[src/rtl/com_uart_responder_if.sv]
// CPU communications-port bundle for com_uart_responder.
// The CPU side (master) drives address, strobes and write data; the
// responder (slave) returns combinational read data.
interface com_uart_responder_if;
  logic [7:0] addr;
  logic       we;
  logic       re;
  logic [7:0] wr;
  logic [7:0] rd;

  modport master (output addr, we, re, wr, input rd);
  modport slave  (input addr, we, re, wr, output rd);
endinterface

[src/rtl/com_uart_responder.sv]
// Memory-mapped 8N1 UART responder on the processor communications port.
// TX and RX byte FIFOs sit between the CPU register map and the serialisers.
// Optional build macro: COM_UART_LOOPBACK_EN feeds the RX path from uart_tx
// instead of the uart_rx pin.
module com_uart_responder #(
  parameter int          FIFO_DEPTH = 8,
  parameter logic [15:0] DIV_RESET  = 16'd433
) (
  input  logic                clk,
  input  logic                rst,
  com_uart_responder_if.slave com,
  input  logic                uart_rx,
  output logic                uart_tx
);

  localparam int AW = $clog2(FIFO_DEPTH);
  localparam int CW = AW + 1;
  localparam logic [CW-1:0] FULL_CNT = CW'(FIFO_DEPTH);

  localparam logic [7:0] A_DATA    = 8'h01;
  localparam logic [7:0] A_STATUS  = 8'h02;
  localparam logic [7:0] A_BAUD_LO = 8'h03;
  localparam logic [7:0] A_BAUD_HI = 8'h04;
  localparam logic [7:0] A_CTRL    = 8'h05;

  localparam logic [1:0] ST_IDLE  = 2'd0;
  localparam logic [1:0] ST_START = 2'd1;
  localparam logic [1:0] ST_DATA  = 2'd2;
  localparam logic [1:0] ST_STOP  = 2'd3;

  // Register decode
  logic wr_data, rd_data, wr_ctrl_clr;
  assign wr_data     = com.we && (com.addr == A_DATA);
  assign rd_data     = com.re && (com.addr == A_DATA);
  assign wr_ctrl_clr = com.we && (com.addr == A_CTRL) && com.wr[0];

  // Baud divisor; values below 3 run as 3 but read back as written
  logic [15:0] divisor, eff_div, half_m1;
  assign eff_div = (divisor < 16'd3) ? 16'd3 : divisor;
  assign half_m1 = (eff_div - 16'd1) >> 1;  // (div+1)/2 - 1

  // Divisor register writes
  always_ff @(posedge clk) begin
    // NOTE: registered state uses non-blocking assignments so every flop
    // samples pre-edge values regardless of block ordering.
    if (rst) begin
      divisor <= DIV_RESET;
    end else if (com.we) begin
      if (com.addr == A_BAUD_LO) divisor[7:0]  <= com.wr;
      if (com.addr == A_BAUD_HI) divisor[15:8] <= com.wr;
    end
  end

  // ---------------- TX FIFO ----------------
  logic [7:0]    tx_mem [FIFO_DEPTH];
  logic [AW-1:0] tx_wptr, tx_rptr;
  logic [CW-1:0] tx_count;
  logic          tx_full, tx_push, tx_pop, tx_drop_set;
  logic [1:0]    tx_state;
  logic [15:0]   tx_cnt;
  logic [2:0]    tx_bit;
  logic [7:0]    tx_sh;

  assign tx_full     = (tx_count == FULL_CNT);
  assign tx_pop      = (tx_count != '0) &&
                       ((tx_state == ST_IDLE) || (tx_state == ST_STOP && tx_cnt == 16'd0));
  assign tx_push     = wr_data && (!tx_full || tx_pop);
  assign tx_drop_set = wr_data && tx_full && !tx_pop;

  // TX FIFO storage
  always_ff @(posedge clk) begin
    // NOTE: FIFO storage is deliberately not reset; the pointers and count
    // define which entries are valid, so stale contents are never observed.
    if (tx_push) tx_mem[tx_wptr] <= com.wr;
  end

  // TX FIFO pointers and occupancy
  always_ff @(posedge clk) begin
    if (rst) begin
      tx_wptr  <= '0;
      tx_rptr  <= '0;
      tx_count <= '0;
    end else begin
      if (tx_push) tx_wptr <= tx_wptr + AW'(1);
      if (tx_pop)  tx_rptr <= tx_rptr + AW'(1);
      if (tx_push && !tx_pop)      tx_count <= tx_count + CW'(1);
      else if (!tx_push && tx_pop) tx_count <= tx_count - CW'(1);
    end
  end

  // TX serialiser: each state holds for divisor+1 clocks, frames chain with no gap
  always_ff @(posedge clk) begin
    if (rst) begin
      tx_state <= ST_IDLE;
      tx_cnt   <= '0;
      tx_bit   <= '0;
      tx_sh    <= '0;
      uart_tx  <= 1'b1;
    end else begin
      case (tx_state)
        ST_IDLE: begin
          if (tx_pop) begin
            tx_sh    <= tx_mem[tx_rptr];
            tx_cnt   <= eff_div;
            uart_tx  <= 1'b0;
            tx_state <= ST_START;
          end
        end
        ST_START: begin
          if (tx_cnt == 16'd0) begin
            uart_tx  <= tx_sh[0];
            tx_sh    <= {1'b0, tx_sh[7:1]};
            tx_bit   <= '0;
            tx_cnt   <= eff_div;
            tx_state <= ST_DATA;
          end else begin
            tx_cnt <= tx_cnt - 16'd1;
          end
        end
        ST_DATA: begin
          if (tx_cnt == 16'd0) begin
            tx_cnt <= eff_div;
            if (tx_bit == 3'd7) begin
              uart_tx  <= 1'b1;
              tx_state <= ST_STOP;
            end else begin
              uart_tx <= tx_sh[0];
              tx_sh   <= {1'b0, tx_sh[7:1]};
              tx_bit  <= tx_bit + 3'd1;
            end
          end else begin
            tx_cnt <= tx_cnt - 16'd1;
          end
        end
        default: begin  // ST_STOP
          if (tx_cnt == 16'd0) begin
            if (tx_pop) begin
              tx_sh    <= tx_mem[tx_rptr];
              tx_cnt   <= eff_div;
              uart_tx  <= 1'b0;
              tx_state <= ST_START;
            end else begin
              tx_state <= ST_IDLE;
            end
          end else begin
            tx_cnt <= tx_cnt - 16'd1;
          end
        end
      endcase
    end
  end

  // ---------------- RX path ----------------
  logic rx_src;
`ifdef COM_UART_LOOPBACK_EN
  assign rx_src = uart_tx;
`else
  assign rx_src = uart_rx;
`endif

  logic rx_s1, rx_s2, rx_prev;

  // Two-flop synchroniser plus one delayed copy for falling-edge detection
  always_ff @(posedge clk) begin
    if (rst) begin
      rx_s1   <= 1'b1;
      rx_s2   <= 1'b1;
      rx_prev <= 1'b1;
    end else begin
      rx_s1   <= rx_src;
      rx_s2   <= rx_s1;
      rx_prev <= rx_s2;
    end
  end

  logic [1:0]  rx_state;
  logic [15:0] rx_cnt;
  logic [2:0]  rx_bit;
  logic [7:0]  rx_sh;
  logic        rx_done;

  // The stop bit is sampled on the edge where the STOP count expires
  assign rx_done = (rx_state == ST_STOP) && (rx_cnt == 16'd0);

  // RX deserialiser: mid-bit sampling, glitch rejection on the start bit
  always_ff @(posedge clk) begin
    if (rst) begin
      rx_state <= ST_IDLE;
      rx_cnt   <= '0;
      rx_bit   <= '0;
      rx_sh    <= '0;
    end else begin
      case (rx_state)
        ST_IDLE: begin
          if (rx_prev && !rx_s2) begin
            rx_cnt   <= half_m1;
            rx_state <= ST_START;
          end
        end
        ST_START: begin
          if (rx_cnt == 16'd0) begin
            if (rx_s2) begin
              rx_state <= ST_IDLE;
            end else begin
              rx_cnt   <= eff_div;
              rx_bit   <= '0;
              rx_state <= ST_DATA;
            end
          end else begin
            rx_cnt <= rx_cnt - 16'd1;
          end
        end
        ST_DATA: begin
          if (rx_cnt == 16'd0) begin
            rx_sh  <= {rx_s2, rx_sh[7:1]};
            rx_cnt <= eff_div;
            if (rx_bit == 3'd7) rx_state <= ST_STOP;
            else                rx_bit   <= rx_bit + 3'd1;
          end else begin
            rx_cnt <= rx_cnt - 16'd1;
          end
        end
        default: begin  // ST_STOP
          if (rx_cnt == 16'd0) rx_state <= ST_IDLE;
          else                 rx_cnt   <= rx_cnt - 16'd1;
        end
      endcase
    end
  end

  // ---------------- RX FIFO ----------------
  logic [7:0]    rx_mem [FIFO_DEPTH];
  logic [AW-1:0] rx_wptr, rx_rptr;
  logic [CW-1:0] rx_count;
  logic          rx_full, rx_valid, rx_push, rx_pop, overrun_set, frame_set;

  assign rx_full     = (rx_count == FULL_CNT);
  assign rx_valid    = (rx_count != '0);
  assign rx_pop      = rd_data && rx_valid;
  assign rx_push     = rx_done && (!rx_full || rx_pop);
  assign overrun_set = rx_done && rx_full && !rx_pop;
  assign frame_set   = rx_done && !rx_s2;

  // RX FIFO storage
  always_ff @(posedge clk) begin
    if (rx_push) rx_mem[rx_wptr] <= rx_sh;
  end

  // RX FIFO pointers and occupancy
  always_ff @(posedge clk) begin
    if (rst) begin
      rx_wptr  <= '0;
      rx_rptr  <= '0;
      rx_count <= '0;
    end else begin
      if (rx_push) rx_wptr <= rx_wptr + AW'(1);
      if (rx_pop)  rx_rptr <= rx_rptr + AW'(1);
      if (rx_push && !rx_pop)      rx_count <= rx_count + CW'(1);
      else if (!rx_push && rx_pop) rx_count <= rx_count - CW'(1);
    end
  end

  // ---------------- Sticky flags ----------------
  logic flag_overrun, flag_frame, flag_drop;

  // Sticky error flags; a set in the same cycle as a CTRL clear wins
  always_ff @(posedge clk) begin
    if (rst) begin
      flag_overrun <= 1'b0;
      flag_frame   <= 1'b0;
      flag_drop    <= 1'b0;
    end else begin
      flag_overrun <= overrun_set || (flag_overrun && !wr_ctrl_clr);
      flag_frame   <= frame_set   || (flag_frame   && !wr_ctrl_clr);
      flag_drop    <= tx_drop_set || (flag_drop    && !wr_ctrl_clr);
    end
  end

  // ---------------- Read mux ----------------
  logic [7:0] status, rd_mux;
  assign status = {2'b00, flag_drop, flag_frame, flag_overrun, rx_valid,
                   (tx_count == '0) && (tx_state == ST_IDLE), tx_full};

  // Combinational read data, zero unless a read strobe hits a readable register
  always_comb begin
    // NOTE: default assignment first so no path through this block holds a
    // previous value, which would otherwise infer a latch.
    rd_mux = 8'h00;
    if (com.re) begin
      case (com.addr)
        A_DATA:    rd_mux = rx_valid ? rx_mem[rx_rptr] : 8'h00;
        A_STATUS:  rd_mux = status;
        A_BAUD_LO: rd_mux = divisor[7:0];
        A_BAUD_HI: rd_mux = divisor[15:8];
        default:   rd_mux = 8'h00;
      endcase
    end
  end

  assign com.rd = rd_mux;

endmodule

[src/flat_wrapper.sv]
// flat-port wrapper written by rule: the top's interface ports become plain ports
module com_uart_responder_flat 
#(
  parameter int          FIFO_DEPTH = 8,
  parameter logic [15:0] DIV_RESET  = 16'd433
)
  (clk, rst, uart_rx, uart_tx, com_addr, com_we, com_re, com_wr, com_rd);
  com_uart_responder_if com_i ();
  input  logic clk;
  input  logic rst;
  input  logic uart_rx;
  output logic uart_tx;
  input wire logic [$bits(com_i.addr)-1:0] com_addr;
  input wire logic [$bits(com_i.we)-1:0] com_we;
  input wire logic [$bits(com_i.re)-1:0] com_re;
  input wire logic [$bits(com_i.wr)-1:0] com_wr;
  output wire logic [$bits(com_i.rd)-1:0] com_rd;
  assign com_i.addr = com_addr;
  assign com_i.we = com_we;
  assign com_i.re = com_re;
  assign com_i.wr = com_wr;
  assign com_rd = com_i.rd;
  com_uart_responder #(.FIFO_DEPTH(FIFO_DEPTH), .DIV_RESET(DIV_RESET)) u_core (.clk(clk), .rst(rst), .com(com_i), .uart_rx(uart_rx), .uart_tx(uart_tx));
endmodule
[config.mk]
export PLATFORM = sky130hd
export DESIGN_NAME = com_uart_responder_flat
export DESIGN_NICKNAME = d
export VERILOG_FILES = /design/src/rtl/com_uart_responder_if.sv /design/src/rtl/com_uart_responder.sv /design/src/flat_wrapper.sv
export SDC_FILE = /design/constraint.sdc
export NUM_CORES = 1
export LEC_CHECK = 0
export CAP_MARGIN = 20
export CORE_AREA = 2 2 143 145
export CTS_BUF_LIST = sky130_fd_sc_hd__clkbuf_8
export DETAILED_ROUTE_END_ITERATION = 16
export DIE_AREA = 0 0 145 147
export HOLD_SLACK_MARGIN = 0.06
export PLACE_DENSITY = 0.88
export SLEW_MARGIN = 30
export SYNTH_ARGS = -nofsm -noshare
export SYNTH_HDL_FRONTEND = slang
export SYNTH_SLANG_ARGS = --single-unit
[constraint.sdc]
create_clock -name clk -period 6.85 [get_ports clk]
set_input_delay 0.685 -clock clk [delete_from_list [all_inputs] [get_ports clk]]
set_output_delay 0.685 -clock clk [all_outputs]
set_load 0.02 [all_outputs]
==> metrics.txt <==
Wirelength per Cell 20.4 µm; Initial Util 0.589; grt met2 use 0.466; top_reg_cell synth edfxtp_1; Post-synth ARST share 0; cts bufs inserted 38; min-delay worst type flip-flop to flip-flop; # DRC 0; Post-DRT Antenna Nets 0; Worst-path clk slew 0.06 ns; TritonCTS clock tree built; Synth Warn # 0; pin count of the biggest net entering global routing 86; final wirelength 28900 µm; Syn Area/Cell 10.4 µm²; PortBufs 29; Peak VDD IR 0.238 mV; DR iter-0 viols 1025; DP HPWL 18700 µm; CP Data Required Time 6.16 ns; Pleak 4.42 nW; Synth Register Bits 235; setup violators final 0; vias per inst 6.41; Die H 147 µm; MaxCap Viol Count 0; CP arrival 3.99 ns; setup bufs post-CTS 0; post-layout min period 4.67 ns; Worst Setup End Kind primary output; syn nets 1170; Netlist cell types 81; RSZ-0062 raised after global routing false; Final TNS setup 0 ns; clk_lat worst skew 0.56 ns; CP Launch Type input pin; clock buffer depth 3; critical path type input pin to primary output; Seq/Total Area, Yosys 0.512; post-route design area 12900 µm²; grt met3 use 0.0472; Rows 52; synthesized netlist cell count 1122; gr usage total 0.271; met1 Use GR 0.341; vias in the first global route 8899; die footprint 21300 µm²; CTS Sinks 235; Post-DP Area 12100 µm²; P&R area growth vs syn 10.0%; pre-CTS setup slack 2.25 ns; layout cell share with drive strength beyond 1 0.115; Diodes inserted 0; DR pass1 iterations 6; Most Crowded Layer GR met2; Worst Tran Pin Value 0.990 ns; Pwr Density 367 nW/µm²; initial antenna violation count 0; worst setup margin 2.18 ns; H-Tree Depth 2; Fin. Hold Viols 0; status completed; clock skew 0.0224 ns; number of gates given a new drive strength after cts 0; worst-path fanout max 17; cts hold-fix bufs 0; Ports 30; Final Cycle Share 0.682; max-slew violation count 0; core area 19800 µm²; Root Buffer clkbuf_8; number of synthesized flops with an enable pin 128; synthesized area 11700 µm²; Max Clock Freq 214 MHz; Chip Width 145 µm; total congestion overflow 0; Final Net Count 1169; Vias 9090; relative slew slack 0.330; Design Power 4.72 mW; first-pass GRT wire length 46400 µm; routability cong. 0.896
## power by group
part,switching (mW),internal (mW)
Sequential,0.156,1.58
Clock,0.565,0.609
Combinational,1.14,0.674
Total,1.86,2.86
## metal layers
metal  routed length (µm)  vias up  part of all wire
met3                 2430       89             0.084
met5                    0        -                 0
met4                 1020        0             0.035
met2                14400      469              0.50
li1                     -     4192                 -
met1                11000     4340              0.38
## synthesized netlist by cell type, drive strengths merged, types with 19 or more instances
master / n / area [µm²]
nand2: 127 / 479
mux4: 32 / 721
nor3: 32 / 170
xnor2: 19 / 166
edfxtp: 128 / 3840
mux2i: 31 / 310
nor2: 76 / 295
a21oi: 96 / 480
ha: 25 / 313
dfxtp: 107 / 2140
nand3: 52 / 265
inv: 24 / 90.1
o21ai: 63 / 319
clkbuf: 71 / 267
## registers in the layout, indices dropped and copies added, names as in the netlist, 2 cells and up, named ones only
register,flops
u_core.tx_cnt,16
u_core.rx_state,2
u_core.tx_count,4
u_core.rx_mem,64
u_core.tx_mem,64
u_core.rx_wptr,3
u_core.rx_rptr,3
u_core.divisor,16
u_core.tx_state,2
u_core.rx_sh,8
u_core.tx_wptr,3
u_core.rx_cnt,16
u_core.tx_sh,8
u_core.rx_bit,3
u_core.tx_rptr,3
u_core.rx_count,4
u_core.tx_bit,3
## per-stage QoR
step | cells | hold slack (ns) | utilization
5_1_grt | 1419 | 0.426 | 0.648
3_5_place_dp | 1351 | 0.398 | 0.611
4_1_cts | 1419 | 0.411 | 0.648
2_1_floorplan | 1122 | 0.389 | -
3_3_place_gp | 1351 | 0.392 | 0.610
6_report | 1419 | 0.408 | 0.648
## layout by cell type (no fill, tap or decap), types with 31 or more instances in the layout
cell      synthesis  layout
edfxtp_1        128     128
dfxtp_1         107     105
nand3_1          51      51
a21oi_1          96      96
mux2i_1          31      31
clkbuf_8          0      42
inv_1            23      34
nor2_1           74      74
o21ai_0          59      59
nand2_1         126     126
mux4_2           32      32
## worst paths after layout
kind              slack (ns)                   startpoint  cells after the start                               to
hold reg to reg         0.41      u_core.rx_s1$_SDFF_PP1_                      1          u_core.rx_s2$_SDFF_PP1_
setup / recovery        2.18                  com_addr[3]                      8                        com_rd[7]
setup reg to reg        2.69  u_core.tx_cnt[0]$_SDFF_PP0_                     14  u_core.tx_count[3]$_SDFFE_PP0P_
hold / removal          0.41      u_core.rx_s1$_SDFF_PP1_                      1          u_core.rx_s2$_SDFF_PP1_
## cell families (layout without fill, tap and decap cells)
logic type / after synthesis / in the layout / share of synthesized area
multiplexers: 66 / 66 / 0.0910
XOR/XNOR: 33 / 33 / 0.0247
flip-flops: 235 / 235 / 0.512
adder cells (fa/ha/maj): 27 / 27 / 0.0302
AND/OR/NAND/NOR: 381 / 381 / 0.160
buffers and inverters: 108 / 135 / 0.0371
AO/OA/AOI/OAI: 272 / 272 / 0.145
## worst max-delay path: stages
cell	delay, ns
clkdlybuf4s50_1	0.40
nor4_1	0.33
nor3b_1	0.79
and3_1	0.62
a22oi_1	0.19
o21ai_0	0.16
and2_1	0.20
clkdlybuf4s50_1	0.61
## cell type report
type | count | area (µm²)
flip-flops and latches | 235 | 5990
clock inverters | 26 | 149
inverters | 24 | 90.1
fillers | 1451 | 6980
multi-input cells | 779 | 5330
well taps | 270 | 338
clock buffers | 42 | 578
repair buffers | 43 | 390
Power figures use the tool's default switching activity.
